[src/rtl/pbit_pkg.sv]
// -----------------------------------------------------------------------------
// pbit_pkg
// Shared definitions for the p-bit Gibbs sampler:
//   state_e      - controller states (IDLE, ACCUM, DECIDE)
//   LFSR_TAPS    - Galois feedback mask of the 32-bit random source
//   addr_width() - config address width for an N-node network (N*N + N entries)
//   sat_sym()    - symmetric saturation to +/-(2^(w-1)-1)
// -----------------------------------------------------------------------------
package pbit_pkg;

    typedef enum logic [1:0] {
        IDLE   = 2'd0,
        ACCUM  = 2'd1,
        DECIDE = 2'd2
    } state_e;

    localparam logic [31:0] LFSR_TAPS = 32'h80200003;

    // J occupies the first N*N addresses, h the following N.
    function automatic int addr_width(input int n);
        return $clog2(n * n + n);
    endfunction

    // Clamp to a symmetric range so that +max and -max are equally reachable;
    // the most negative code is never produced.
    function automatic logic signed [31:0] sat_sym(input logic signed [31:0] v,
                                                   input int                 w);
        logic signed [31:0] maxv;
        maxv = (32'sd1 <<< (w - 1)) - 32'sd1;
        if (v > maxv) begin
            return maxv;
        end
        if (v < -maxv) begin
            return -maxv;
        end
        return v;
    endfunction

endpackage

[src/rtl/pbit_rng.sv]
// -----------------------------------------------------------------------------
// pbit_rng
// 32-bit Galois LFSR (right-shifting, feedback mask LFSR_TAPS). Advances one
// step per cycle while adv is high; the low W bits are the random number.
// A zero SEED would lock the register, so it is replaced by 1.
// Ports:
//   CLK, RST  - clock, synchronous active-high reset (loads the seed)
//   adv       - step enable
//   rnd       - low W bits of the current LFSR state
// -----------------------------------------------------------------------------
module pbit_rng #(
    parameter int          W    = 8,
    parameter logic [31:0] SEED = 32'h1
) (
    input  logic         CLK,
    input  logic         RST,
    input  logic         adv,
    output logic [W-1:0] rnd
);
    import pbit_pkg::*;

    localparam logic [31:0] SEED_EFF = (SEED == 32'h0) ? 32'h1 : SEED;

    logic [31:0] lfsr_q;
    logic [31:0] lfsr_d;

    always_comb begin
        lfsr_d = lfsr_q;
        if (adv) begin
            lfsr_d = {1'b0, lfsr_q[31:1]};
            if (lfsr_q[0]) begin
                lfsr_d = lfsr_d ^ LFSR_TAPS;
            end
        end
    end

    always_ff @(posedge CLK) begin
        if (RST) begin
            lfsr_q <= SEED_EFF;
        end else begin
            lfsr_q <= lfsr_d;
        end
    end

    assign rnd = lfsr_q[W-1:0];

endmodule

[src/rtl/pbit_gibbs_array.sv]
// -----------------------------------------------------------------------------
// pbit_gibbs_array
// Network of NUM_PBITS probabilistic bits updated in sequential Gibbs order by
// one time-shared accumulator. For each p-bit i the local field
//   I_i = h[i] + sum_{j != i} J[i][j] * m_j      (m_j in {-1,+1})
// is built over N cycles by add/subtract (no multiplier), saturated, and
// compared with a fresh signed random number to choose the new m_i.
// Ports:
//   CLK, RST     - clock, synchronous active-high reset
//   run          - level; starts a sweep from IDLE, continues back-to-back
//   cfg_we       - weight/bias write strobe (honoured only in IDLE)
//   cfg_addr     - i*N+j -> J[i][j];  N*N+i -> h[i]; others ignored
//   cfg_data     - signed W-bit value to write
//   states       - bit i set means m_i = +1
//   busy         - controller is not idle
//   sweep_done   - one-cycle pulse with the last p-bit update of a sweep
//   sweep_count  - completed sweeps, wrapping at 16 bits
// -----------------------------------------------------------------------------
module pbit_gibbs_array #(
    parameter int          NUM_PBITS = 4,
    parameter int          W         = 8,
    parameter logic [31:0] SEED      = 32'h1
) (
    input  logic                                               CLK,
    input  logic                                               RST,
    input  logic                                               run,
    input  logic                                               cfg_we,
    input  logic [$clog2(NUM_PBITS*NUM_PBITS+NUM_PBITS)-1:0]   cfg_addr,
    input  logic [W-1:0]                                       cfg_data,
    output logic [NUM_PBITS-1:0]                               states,
    output logic                                               busy,
    output logic                                               sweep_done,
    output logic [15:0]                                        sweep_count
);
    import pbit_pkg::*;

    localparam int N       = NUM_PBITS;
    localparam int NN      = N * N;
    localparam int NUM_ENT = NN + N;
    localparam int ADDR_W  = addr_width(N);
    localparam int IDX_W   = $clog2(N);
    // One sign bit of headroom over N terms of W bits: the sum never wraps.
    localparam int ACC_W   = W + $clog2(N) + 1;

    localparam logic [ADDR_W-1:0] LAST_ADDR = ADDR_W'(NUM_ENT - 1);
    localparam logic [IDX_W-1:0]  LAST_IDX  = IDX_W'(N - 1);
    localparam logic signed [W-1:0] MAXV     = {1'b0, {(W-1){1'b1}}};
    localparam logic signed [W-1:0] NEG_MAXV = {1'b1, {(W-2){1'b0}}, 1'b1};

    // Weight/bias storage and controller state.
    logic signed [W-1:0]     mem_q [NUM_ENT];
    logic signed [W-1:0]     mem_d [NUM_ENT];
    state_e                  state_q, state_d;
    logic [IDX_W-1:0]        i_q, i_d;
    logic [IDX_W-1:0]        j_q, j_d;
    logic signed [ACC_W-1:0] acc_q, acc_d;
    logic [N-1:0]            states_q, states_d;
    logic                    busy_q, busy_d;
    logic                    done_q, done_d;
    logic [15:0]             cnt_q, cnt_d;

    // Datapath intermediates.
    logic [ADDR_W-1:0]       j_addr;
    logic [ADDR_W-1:0]       h_addr;
    logic signed [W-1:0]     j_val;
    logic signed [W-1:0]     h_val;
    logic signed [ACC_W-1:0] j_ext;
    logic signed [ACC_W-1:0] term;
    logic signed [ACC_W-1:0] acc_base;
    logic signed [ACC_W-1:0] acc_sum;
    logic signed [31:0]      isat_full;
    logic signed [W-1:0]     isat;
    logic [W-1:0]            rnd;
    logic signed [W-1:0]     rnd_s;
    logic                    m_new;
    logic                    cfg_ok;
    logic                    rng_adv;

    // Random source steps exactly once per DECIDE cycle.
    assign rng_adv = (state_q == DECIDE);

    pbit_rng #(
        .W    (W),
        .SEED (SEED)
    ) u_rng (
        .CLK (CLK),
        .RST (RST),
        .adv (rng_adv),
        .rnd (rnd)
    );

    // Accumulate stage: fetch J[i][j] and h[i], signed add/subtract by m_j.
    always_comb begin
        j_addr   = ADDR_W'(i_q) * ADDR_W'(N) + ADDR_W'(j_q);
        h_addr   = ADDR_W'(NN) + ADDR_W'(i_q);
        j_val    = mem_q[j_addr];
        h_val    = mem_q[h_addr];
        j_ext    = ACC_W'(j_val);
        if (j_q == i_q) begin
            term = '0;
        end else if (states_q[j_q]) begin
            term = j_ext;
        end else begin
            term = -j_ext;
        end
        acc_base = (j_q == '0) ? ACC_W'(h_val) : acc_q;
        acc_sum  = acc_base + term;
    end

    // Decide stage: saturate the field; outside the open range the outcome is
    // forced, inside it the random draw sets the probability.
    always_comb begin
        isat_full = sat_sym(32'(acc_q), W);
        isat      = isat_full[W-1:0];
        rnd_s     = rnd;
        if (isat >= MAXV) begin
            m_new = 1'b1;
        end else if (isat <= NEG_MAXV) begin
            m_new = 1'b0;
        end else begin
            m_new = (isat > rnd_s);
        end
    end

    assign cfg_ok = cfg_we && (cfg_addr <= LAST_ADDR);

    always_comb begin
        mem_d    = mem_q;
        state_d  = state_q;
        i_d      = i_q;
        j_d      = j_q;
        acc_d    = acc_q;
        states_d = states_q;
        cnt_d    = cnt_q;
        done_d   = 1'b0;
        case (state_q)
            IDLE: begin
                // A write in the same cycle as run lands before the first fetch.
                if (cfg_ok) begin
                    mem_d[cfg_addr] = cfg_data;
                end
                if (run) begin
                    state_d = ACCUM;
                    i_d     = '0;
                    j_d     = '0;
                end
            end
            ACCUM: begin
                acc_d = acc_sum;
                if (j_q == LAST_IDX) begin
                    j_d     = '0;
                    state_d = DECIDE;
                end else begin
                    j_d = j_q + 1'b1;
                end
            end
            DECIDE: begin
                // Written back immediately so later p-bits see the new value.
                states_d[i_q] = m_new;
                if (i_q == LAST_IDX) begin
                    done_d  = 1'b1;
                    cnt_d   = cnt_q + 16'd1;
                    i_d     = '0;
                    state_d = run ? ACCUM : IDLE;
                end else begin
                    i_d     = i_q + 1'b1;
                    state_d = ACCUM;
                end
            end
            default: begin
                state_d = IDLE;
            end
        endcase
        busy_d = (state_d != IDLE);
    end

    always_ff @(posedge CLK) begin
        if (RST) begin
            for (int k = 0; k < NUM_ENT; k++) begin
                mem_q[k] <= '0;
            end
            state_q  <= IDLE;
            i_q      <= '0;
            j_q      <= '0;
            acc_q    <= '0;
            states_q <= '0;
            busy_q   <= 1'b0;
            done_q   <= 1'b0;
            cnt_q    <= '0;
        end else begin
            mem_q    <= mem_d;
            state_q  <= state_d;
            i_q      <= i_d;
            j_q      <= j_d;
            acc_q    <= acc_d;
            states_q <= states_d;
            busy_q   <= busy_d;
            done_q   <= done_d;
            cnt_q    <= cnt_d;
        end
    end

    assign states      = states_q;
    assign busy        = busy_q;
    assign sweep_done  = done_q;
    assign sweep_count = cnt_q;

endmodule

[config.mk]
export PLATFORM = sky130hd
export DESIGN_NAME = pbit_gibbs_array
export DESIGN_NICKNAME = d
export VERILOG_FILES = /design/src/rtl/pbit_pkg.sv /design/src/rtl/pbit_rng.sv /design/src/rtl/pbit_gibbs_array.sv
export SDC_FILE = /design/constraint.sdc
export NUM_CORES = 1
export LEC_CHECK = 0
export ABC_AREA = 1
export BUFFER_PORTS_ARGS = -buffer_cell sky130_fd_sc_hd__buf_2
export CAP_MARGIN = 25
export CORE_MARGIN = 10
export CORE_UTILIZATION = 29
export CTS_CLUSTER_DIAMETER = 100
export DETAILED_ROUTE_END_ITERATION = 6
export GPL_TIMING_DRIVEN = 0
export PLACE_DENSITY_LB_ADDON = 0.05
export SYNTH_ARGS = -nofsm -noshare
export SYNTH_HDL_FRONTEND = slang
export SYNTH_SLANG_ARGS = --single-unit
[constraint.sdc]
create_clock -name CLK -period 3.65 [get_ports CLK]
set_input_delay 0.1825 -clock CLK [delete_from_list [all_inputs] [get_ports CLK]]
set_output_delay 0.1825 -clock CLK [all_outputs]
set_load 0.02 [all_outputs]
==> metrics.yaml, run 1 <==
run_status: "complete, no violations"
gp_congestion: 0.863
die_h_um: 215
synth.top_cells.by_area: "sky130_fd_sc_hd__dfxtp_1 (42%), sky130_fd_sc_hd__o21ai_0 (14%), sky130_fd_sc_hd__nor2_1 (10%)"
port-buffer-count: 29
cp-startpoint: "j_q[1]$_SDFFE_PP0P_"
ant_nets: 0
largest_net_degree_at_the_start_of_global_routing: 15
clock_pin_slew_on_the_worst_setup_and_hold_paths_ns: 0.06
holdCritStartpoint: "run"
cts_tree: "built"
synth-seq-area-share: 0.421
insertion_delay_ns: 0.57
maxCapViolCount: 0
p_leak_nw: 5.48
vias: 10900
timing.clock.skew_ns: 0.0196
critPathKind: "reg -> reg"
synth_commonest_cells: "sky130_fd_sc_hd__nor2_1 (299), sky130_fd_sc_hd__o21ai_0 (298), sky130_fd_sc_hd__dfxtp_1 (231)"
synth_enable_flop_cells: 0
max_frequency_mhz: 281
drcViolationCount: 0
netlist_area_um2: 11000
placed_cells: 2134
whs_ns: 0.0839
grt_pass1_vias: 10300
finalMaxSlewViolations: 0
clock_tree.htree_level_count: 1
die_width_um: 215
cts-buffers-inserted: 29
grt_first_pass_wirelength_mm: 65.6
grt_antenna_before_repair: 2
yosysTopAreaCellShare: 0.421
setup_viol_count_final: 0
timing.critical_path.required_ns: 4.09
fill_cells: 4112
slew-limit-headroom: 0.281
clock_tree.root_cell: "sky130_fd_sc_hd__clkbuf_16"
area_growth_syn_to_layout_pct: 23.2
drt_first_pass_iters: 4
groute.usage.overall: 0.184
postSynthRegisterBits: 231
timing.hold.worst.class: "in -> reg"
synth_top_flop_cell: "sky130_fd_sc_hd__dfxtp_1"
async_reset_ff_frac: 0
power_density_nw_per_um2: 462
ctsLongestPathBuffers: 3
startpoint_type: "flop"
power_mw: 6.26
effective_utilization_at_floorplan: 0.293
grt_setup_unrepaired: "yes"
post_synth_inst_count: 1594
drtIter0Drc: 751
num_io_pins: 39
finalNonFillerCells: 2205
synth.most_common_cell: "sky130_fd_sc_hd__nor2_1"
cp_data_arrival_time_ns: 4.00
vdd.ir_drop.worst_uv: 401
synth_cell_types: 40
final_cycle_utilization_of_the_critical_path: 0.974
routed_wire_length_per_instance_um: 20.1
end_kind: "flop"
synth.yosys.warnings: 0
route.final.wire_length_mm: 44.3
place_hpwl_mm: 31.0
avgSynthCellArea_um2: 6.90
regToRegStartpoint: "j_q[1]$_SDFFE_PP0P_"
floorplan.die_area_um2: 46100
vias_per_cell: 4.94
post-synth-top-area-cell: "sky130_fd_sc_hd__dfxtp_1"
grt_overflow_total: 0
core_region_area_um2: 37500
n_antenna_cell: 0
num_rows: 71
worstMarginPinSlew_ns: 1.08
cp_max_fo: 10
timing.final.crit_period_ns: 3.56
hold_violations: 0
final_layout_size_suffix_gt1_frac: 0.126
synthesis.nets: 1638
finalNetCount: 1717
tritoncts_sink_count: 231
## sequential cells by signal, indices dropped and copies added, names as in the netlist
signal        flops
u_rng.lfsr_q     32
j_q               2
state_q           2
sweep_count      16
sweep_done        1
busy              1
states            4
i_q               2
acc_q            11
mem_q           160
## critical path: stages, from the launching register on
cell and delay (ns):
sky130_fd_sc_hd__dfxtp_1 0.31, sky130_fd_sc_hd__buf_4 0.18, sky130_fd_sc_hd__inv_4 0.17, sky130_fd_sc_hd__buf_6 0.22, sky130_fd_sc_hd__nor2_1 0.07, sky130_fd_sc_hd__o21ai_1 0.15, sky130_fd_sc_hd__nand3_1 0.18, sky130_fd_sc_hd__nand3_1 0.18
sky130_fd_sc_hd__nand2_1 0.13, sky130_fd_sc_hd__inv_1 0.15, sky130_fd_sc_hd__nand3_1 0.12, sky130_fd_sc_hd__nand2_1 0.08, sky130_fd_sc_hd__a21oi_1 0.08, sky130_fd_sc_hd__or2_1 0.26, sky130_fd_sc_hd__ha_4 0.32, sky130_fd_sc_hd__nand2_4 0.07
sky130_fd_sc_hd__nor3_4 0.18, sky130_fd_sc_hd__nand2_1 0.09, sky130_fd_sc_hd__o2111ai_2 0.10, sky130_fd_sc_hd__nand2_1 0.10, sky130_fd_sc_hd__inv_2 0.06, sky130_fd_sc_hd__o21ai_2 0.07, sky130_fd_sc_hd__o211ai_1 0.11, sky130_fd_sc_hd__inv_1 0.05
## final timing paths
kind                           endpoint  slack, ns  cells past startpoint
hold / removal    state_q[0]$_SDFF_PP0_       0.08                      5
hold reg to reg   mem_q[8]$_SDFFE_PP0P_       0.45                      2
setup reg to reg  acc_q[9]$_SDFFE_PP0P_       0.09                     23
setup / recovery  acc_q[9]$_SDFFE_PP0P_       0.09                     23
## power by group
part	internal, mW	switching, mW
logic	0.253	0.500
registers	2.55	0.0216
clock network	1.75	1.18
## timing repair
| action | in CTS | in global routing |
|---|---|---|
| buffers inserted | 7 | 12 |
| gates cloned | 1 | 0 |
| gates resized for setup | 87 | 102 |
| pin swaps | 9 | 42 |
| hold buffers | 0 | 0 |
| setup endpoints to repair | 8 | 7 |
## cells by family after synthesis
family | share of synthesized area
and+or+nand+nor | 0.197
DFF | 0.421
xor gates and xnor gates | 0.00876
AOI/OAI and AO/OA | 0.242
adders and majority gates | 0.0314
buffers and inverters | 0.100
## placed cells by master (no fill, tap or decap), types with 5 or more instances in the layout
cell type and count:
sky130_fd_sc_hd__a21oi_2 10, sky130_fd_sc_hd__nand2_2 10, sky130_fd_sc_hd__clkbuf_16 29, sky130_fd_sc_hd__clkinv_2 5, sky130_fd_sc_hd__xor2_1 8, sky130_fd_sc_hd__o21ai_0 275
sky130_fd_sc_hd__nand3_1 53, sky130_fd_sc_hd__inv_2 6, sky130_fd_sc_hd__inv_1 174, sky130_fd_sc_hd__o211ai_1 23, sky130_fd_sc_hd__nor2_1 293, sky130_fd_sc_hd__buf_12 7
sky130_fd_sc_hd__nand2_4 5, sky130_fd_sc_hd__clkbuf_1 66, sky130_fd_sc_hd__buf_4 21, sky130_fd_sc_hd__clkinv_1 7, sky130_fd_sc_hd__nand3_2 11, sky130_fd_sc_hd__clkbuf_8 11
sky130_fd_sc_hd__nor2_4 6, sky130_fd_sc_hd__nand2_1 121, sky130_fd_sc_hd__o21ai_1 14, sky130_fd_sc_hd__nor2_2 6, sky130_fd_sc_hd__dfxtp_1 230, sky130_fd_sc_hd__buf_8 6
sky130_fd_sc_hd__o21ai_2 8, sky130_fd_sc_hd__nor3_1 10, sky130_fd_sc_hd__nand4_1 5, sky130_fd_sc_hd__ha_4 5, sky130_fd_sc_hd__buf_2 34, sky130_fd_sc_hd__a21oi_1 156
sky130_fd_sc_hd__ha_1 19
## metrics by stage
| stage | worst slack [ns] | util | area (um2) | TNS [ns] |
|---|---|---|---|---|
| floorplan | 0.437 | - | 11000 | 0 |
| global placement | -0.773 | 0.314 | 11800 | -4.25 |
| detailed placement | -0.741 | 0.314 | 11800 | -3.94 |
| CTS | 0.00102 | 0.349 | 13100 | 0 |
| global route | -0.0485 | 0.361 | 13500 | -0.101 |
| finish | 0.0937 | 0.361 | 13500 | 0 |
## area by class of cell
class	instances	area [um2]	area share
multi-input combinational	1077	5640	0.417
timing repair buffer	49	328	0.0242
sequential	231	4630	0.342
clock buffer	42	855	0.0631
tap	511	639	0.0472
clock inverter	10	110	0.00813
buffer	94	604	0.0446
inverter	191	729	0.0539
## per-layer routing
metal  part of all wire  vias to the layer above  wire length [um]  track usage
met3              0.044                       53              1940       0.0229
li1                   -                     5403                 -            -
met2               0.44                      228             19400        0.285
met1               0.49                     5217             21900        0.263
met5                  0                        -                 0            0
met4              0.025                        0              1090       0.0522
Power figures use the tool's default switching activity.
==> inputs of run 2 (changes only) <==
ABC_AREA = unset   (was 1)
==> metrics.yaml, run 2 <==
cts-buffers-inserted: 28  # was 29
die_width_um: 213  # was 215 um
setup_viol_count_final: 5  # was 0
route.top_layer_used: "met4"  # unchanged
netlist_area_um2: 10900  # was 11,000 um2
met3_length_mm: 1.44  # was 1.94 mm
timing.critical_path.required_ns: 4.08  # was 4.09 ns
endpoint_worst_hold: "state_q[0]$_SDFF_PP0_"  # unchanged
synth_cell_types: 60  # was 40
ctsLongestPathBuffers: 3  # unchanged
worstMarginPinSlew_ns: 0.998  # was 1.08 ns
max_frequency_mhz: 232  # was 281 MHz
end_kind: "flop"  # unchanged
clock_tree.htree_level_count: 1  # unchanged
post_synth_fa_ha_maj_area_fraction: 0.0318  # was 0.0314
synth.yosys.warnings: 0  # unchanged
fill_cells: 3791  # was 4,112
holdCritStartpoint: "run"  # unchanged
grt_first_pass_wirelength_mm: 52.7  # was 65.6 mm
met2_length_mm: 16.0  # was 19.4 mm
route.final.wire_length_mm: 34.6  # was 44.3 mm
synth_xor_xnor_area_share: 0.0210  # was 0.00876
n_antenna_cell: 0  # unchanged
post_synthesis_simple_gate_area_fraction: 0.150  # was 0.197
avgSynthCellArea_um2: 9.76  # was 6.90 um2
regToRegSetupSlack_ns: -0.66  # was 0.09 ns
timing.hold.worst.class: "in -> reg"  # unchanged
power_density_nw_per_um2: 432  # was 462 nW/um2
synth_top_flop_cell: "sky130_fd_sc_hd__dfxtp_1"  # unchanged
multiplexer_fraction_of_the_synthesized_cell_area: 0.255  # was 0
largest_family_of_logic_cells_by_synthesized_area: "multiplexers"  # was compound AO/OA/AOI/OAI gates
area_growth_syn_to_layout_pct: 20.9  # was 23.2%
num_io_pins: 39  # unchanged
timing.final.crit_period_ns: 4.31  # was 3.56 ns
dp_slack_ns: -1.20  # was -0.741 ns
tritoncts_sink_count: 231  # unchanged
hold_violations: 0  # unchanged
finalMaxSlewViolations: 0  # unchanged
failed_checks: "negative setup slack"
grt_pass1_vias: 8070  # was 10,300
port-buffer-count: 30  # was 29
power_mw: 5.67  # was 6.26 mW
grt_overflow_total: 0  # unchanged
timing.clock.skew_ns: 0.00919  # was 0.0196 ns
vdd.ir_drop.worst_uv: 292  # was 401 uV
yosysTopAreaCellShare: 0.426  # was 0.421
vias_per_cell: 4.84  # was 4.94
place_hpwl_mm: 24.5  # was 31.0 mm
grt_antenna_before_repair: 0  # was 2
die_h_um: 213  # was 215 um
post_synth_inst_count: 1112  # was 1,594
synth_enable_flop_cells: 0  # unchanged
synthesis.nets: 1156  # was 1,638
maxCapViolCount: 0  # unchanged
min_delay_path_depth: 3  # was 5
groute.usage.overall: 0.153  # was 0.184
mostFrequentLayoutCells: "sky130_fd_sc_hd__dfxtp_1 (228), sky130_fd_sc_hd__nor2_1 (219), sky130_fd_sc_hd__mux2i_1 (168), sky130_fd_sc_hd__nand2_1 (85), sky130_fd_sc_hd__clkbuf_1 (66)"  # was sky130_fd_sc_hd__nor2_1 (293), sky130_fd_sc_hd__o21ai_0 (275), sky130_fd_sc_hd__dfxtp_1 (230), sky130_fd_sc_hd__inv_1 (174), sky130_fd_sc_hd__a21oi_1 (156)
ant_nets: 0  # unchanged
run_status: "finished, violations left"  # was complete, no violations
largest_register_ffs: 160  # unchanged
core_region_area_um2: 36800  # was 37,500 um2
vias: 8214  # was 10,900
insertion_delay_ns: 0.54  # was 0.57 ns
finalWorstSetupSlack_ns: -0.661  # was 0.0937 ns
critPathKind: "reg -> reg"  # unchanged
floorplan.die_area_um2: 45600  # was 46,100 um2
synth-compound-area-share: 0.0736  # was 0.242
num_rows: 70  # was 71
cts_tree: "built"  # unchanged
post-synth-top-area-cell: "sky130_fd_sc_hd__dfxtp_1"  # unchanged
final_layout_size_suffix_gt1_frac: 0.167  # was 0.126
cp_max_fo: 7  # was 10
timing.rr.end: "acc_q[10]$_SDFFE_PP0P_"  # was acc_q[9]$_SDFFE_PP0P_
regMostFlops: "mem_q"  # unchanged
async_reset_ff_frac: 0  # unchanged
final_core_utilization: 0.357  # was 0.361
drt_first_pass_iters: 5  # was 4
cp_data_arrival_time_ns: 4.74  # was 4.00 ns
synth.most_common_cell: "sky130_fd_sc_hd__dfxtp_1"  # was sky130_fd_sc_hd__nor2_1
commonest_non_fill_non_tap_cell_in_the_layout: "sky130_fd_sc_hd__dfxtp_1"  # was sky130_fd_sc_hd__nor2_1
grt_setup_unrepaired: "yes"  # unchanged
postSynthRegisterBits: 231  # unchanged
clock_pin_slew_on_the_worst_setup_and_hold_paths_ns: 0.06  # about the same
synth.top_cells.by_area: "sky130_fd_sc_hd__dfxtp_1 (43%), sky130_fd_sc_hd__mux2i_1 (15%), sky130_fd_sc_hd__nor2_1 (7.6%)"  # was sky130_fd_sc_hd__dfxtp_1 (42%), sky130_fd_sc_hd__o21ai_0 (14%), sky130_fd_sc_hd__nor2_1 (10%)
gp_congestion: 0.796  # was 0.863
wl_met1_mm: 16.8  # was 21.9 mm
worst-r2r-cell-count: 17  # was 23
finalNetCount: 1254  # was 1,717
final_cycle_utilization_of_the_critical_path: 1.18  # was 0.974
slew-limit-headroom: 0.332  # was 0.281
drtIter0Drc: 454  # was 751
largest_net_degree_at_the_start_of_global_routing: 14  # was 15
startpoint_type: "flop"  # unchanged
routed_wire_length_per_instance_um: 20.4  # was 20.1 um
synth-seq-area-share: 0.426  # was 0.421
clock_tree.root_cell: "sky130_fd_sc_hd__clkbuf_16"  # unchanged
drcViolationCount: 0  # unchanged
whs_ns: 0.0384  # was 0.0839 ns
effective_utilization_at_floorplan: 0.295  # was 0.293
regToRegStartpoint: "j_q[0]$_SDFFE_PP0P_"  # was j_q[1]$_SDFFE_PP0P_
synth_commonest_cells: "sky130_fd_sc_hd__dfxtp_1 (231), sky130_fd_sc_hd__nor2_1 (221), sky130_fd_sc_hd__mux2i_1 (168)"  # was sky130_fd_sc_hd__nor2_1 (299), sky130_fd_sc_hd__o21ai_0 (298), sky130_fd_sc_hd__dfxtp_1 (231)
p_leak_nw: 4.99  # was 5.48 nW
==> run 2: changes by cell type after synthesis, moves of 21 or more <==
cell                       change
sky130_fd_sc_hd__nand3_1      -51
sky130_fd_sc_hd__a21oi_1     -109
sky130_fd_sc_hd__nor2_1       -78
sky130_fd_sc_hd__inv_1       -153
sky130_fd_sc_hd__mux4_2       +29
sky130_fd_sc_hd__o211ai_1     -21
sky130_fd_sc_hd__mux2i_1     +168
sky130_fd_sc_hd__nand2_1      -48
sky130_fd_sc_hd__o21ai_0     -282
==> run 2: timing repair <==
action,CTS,global route
hold endpoints to repair,1,0
endpoints found under the setup margin,9,8
hold buffers,1,0
setup buffers,18,8
resized for setup,36,23
pin swaps,25,27
cloned,0,0
==> run 2: final cells by class <==
class                   instances  area [um2]  area share
plain buffers                  72         415      0.0317
multi-input cells             782        5960       0.454
clock inverters                 5        52.6     0.00400
inverters                      26        97.6     0.00744
flip-flops and latches        231        4630       0.353
repair buffers                 69         495      0.0378
well taps                     468         586      0.0446
clock buffers                  45         886      0.0675
==> run 2: power breakdown <==
group / internal [mW] / switching [mW]
Combinational: 0.103 / 0.210
Sequential: 2.53 / 0.00945
Clock: 1.71 / 1.10
Total: 4.35 / 1.32
==> run 2: cell families after synthesis <==
logic type / Yosys count
XOR/XNOR: 26
AND/OR/NAND/NOR: 381
flip-flops: 231
buffers and inverters: 99
AO/OA/AOI/OAI: 129
adder cells (fa/ha/maj): 27
multiplexers: 219
==> run 2: worst max-delay path by stage <==
| stage | slack (ns) | start | endpoint |
|---|---|---|---|
| after global placement | -1.20 | j_q[0]$_SDFFE_PP0P_ | acc_q[10]$_SDFFE_PP0P_ |
| after floorplan | -0.36 | j_q[0]$_SDFFE_PP0P_ | acc_q[10]$_SDFFE_PP0P_ |
| after global routing | -0.82 | j_q[0]$_SDFFE_PP0P_ | acc_q[10]$_SDFFE_PP0P_ |
| after detailed placement | -1.20 | j_q[0]$_SDFFE_PP0P_ | acc_q[10]$_SDFFE_PP0P_ |
| final | -0.66 | j_q[0]$_SDFFE_PP0P_ | acc_q[10]$_SDFFE_PP0P_ |
| after CTS | -0.72 | j_q[0]$_SDFFE_PP0P_ | acc_q[10]$_SDFFE_PP0P_ |
==> run 2: worst max-delay path, stage by stage, from the launching register on <==
cell and delay (ns):
sky130_fd_sc_hd__dfxtp_4 0.38, sky130_fd_sc_hd__buf_16 0.15, sky130_fd_sc_hd__mux4_2 0.53, sky130_fd_sc_hd__a22o_4 0.29, sky130_fd_sc_hd__a221o_1 0.39, sky130_fd_sc_hd__inv_2 0.14, sky130_fd_sc_hd__ha_4 0.14, sky130_fd_sc_hd__nor3b_4 0.20
sky130_fd_sc_hd__or3_1 0.15, sky130_fd_sc_hd__a21oi_2 0.05, sky130_fd_sc_hd__ha_1 0.32, sky130_fd_sc_hd__o21ai_2 0.09, sky130_fd_sc_hd__a21oi_4 0.06, sky130_fd_sc_hd__or4_4 0.53, sky130_fd_sc_hd__a31oi_4 0.19, sky130_fd_sc_hd__o21ai_2 0.08
sky130_fd_sc_hd__xnor2_1 0.18, sky130_fd_sc_hd__mux2_1 0.33
==> run 2: layer usage <==
metal | vias to the layer above | track usage
li1 | 4068 | -
met1 | 4010 | 0.215
met2 | 110 | 0.244
met3 | 26 | 0.0267
met4 | 0 | 0.0249
met5 | - | 0
==> run 2: per-stage QoR <==
| step | cells | cell area [um2] | setup TNS [ns] |
|---|---|---|---|
| after floorplan | 1112 | 10900 | -0.414 |
| after global placement | 1610 | 11600 | -5.97 |
| after detailed placement | 1621 | 11700 | -5.90 |
| after CTS | 1690 | 13000 | -2.78 |
| after global routing | 1698 | 13100 | -3.11 |
| final | 1698 | 13100 | -2.17 |
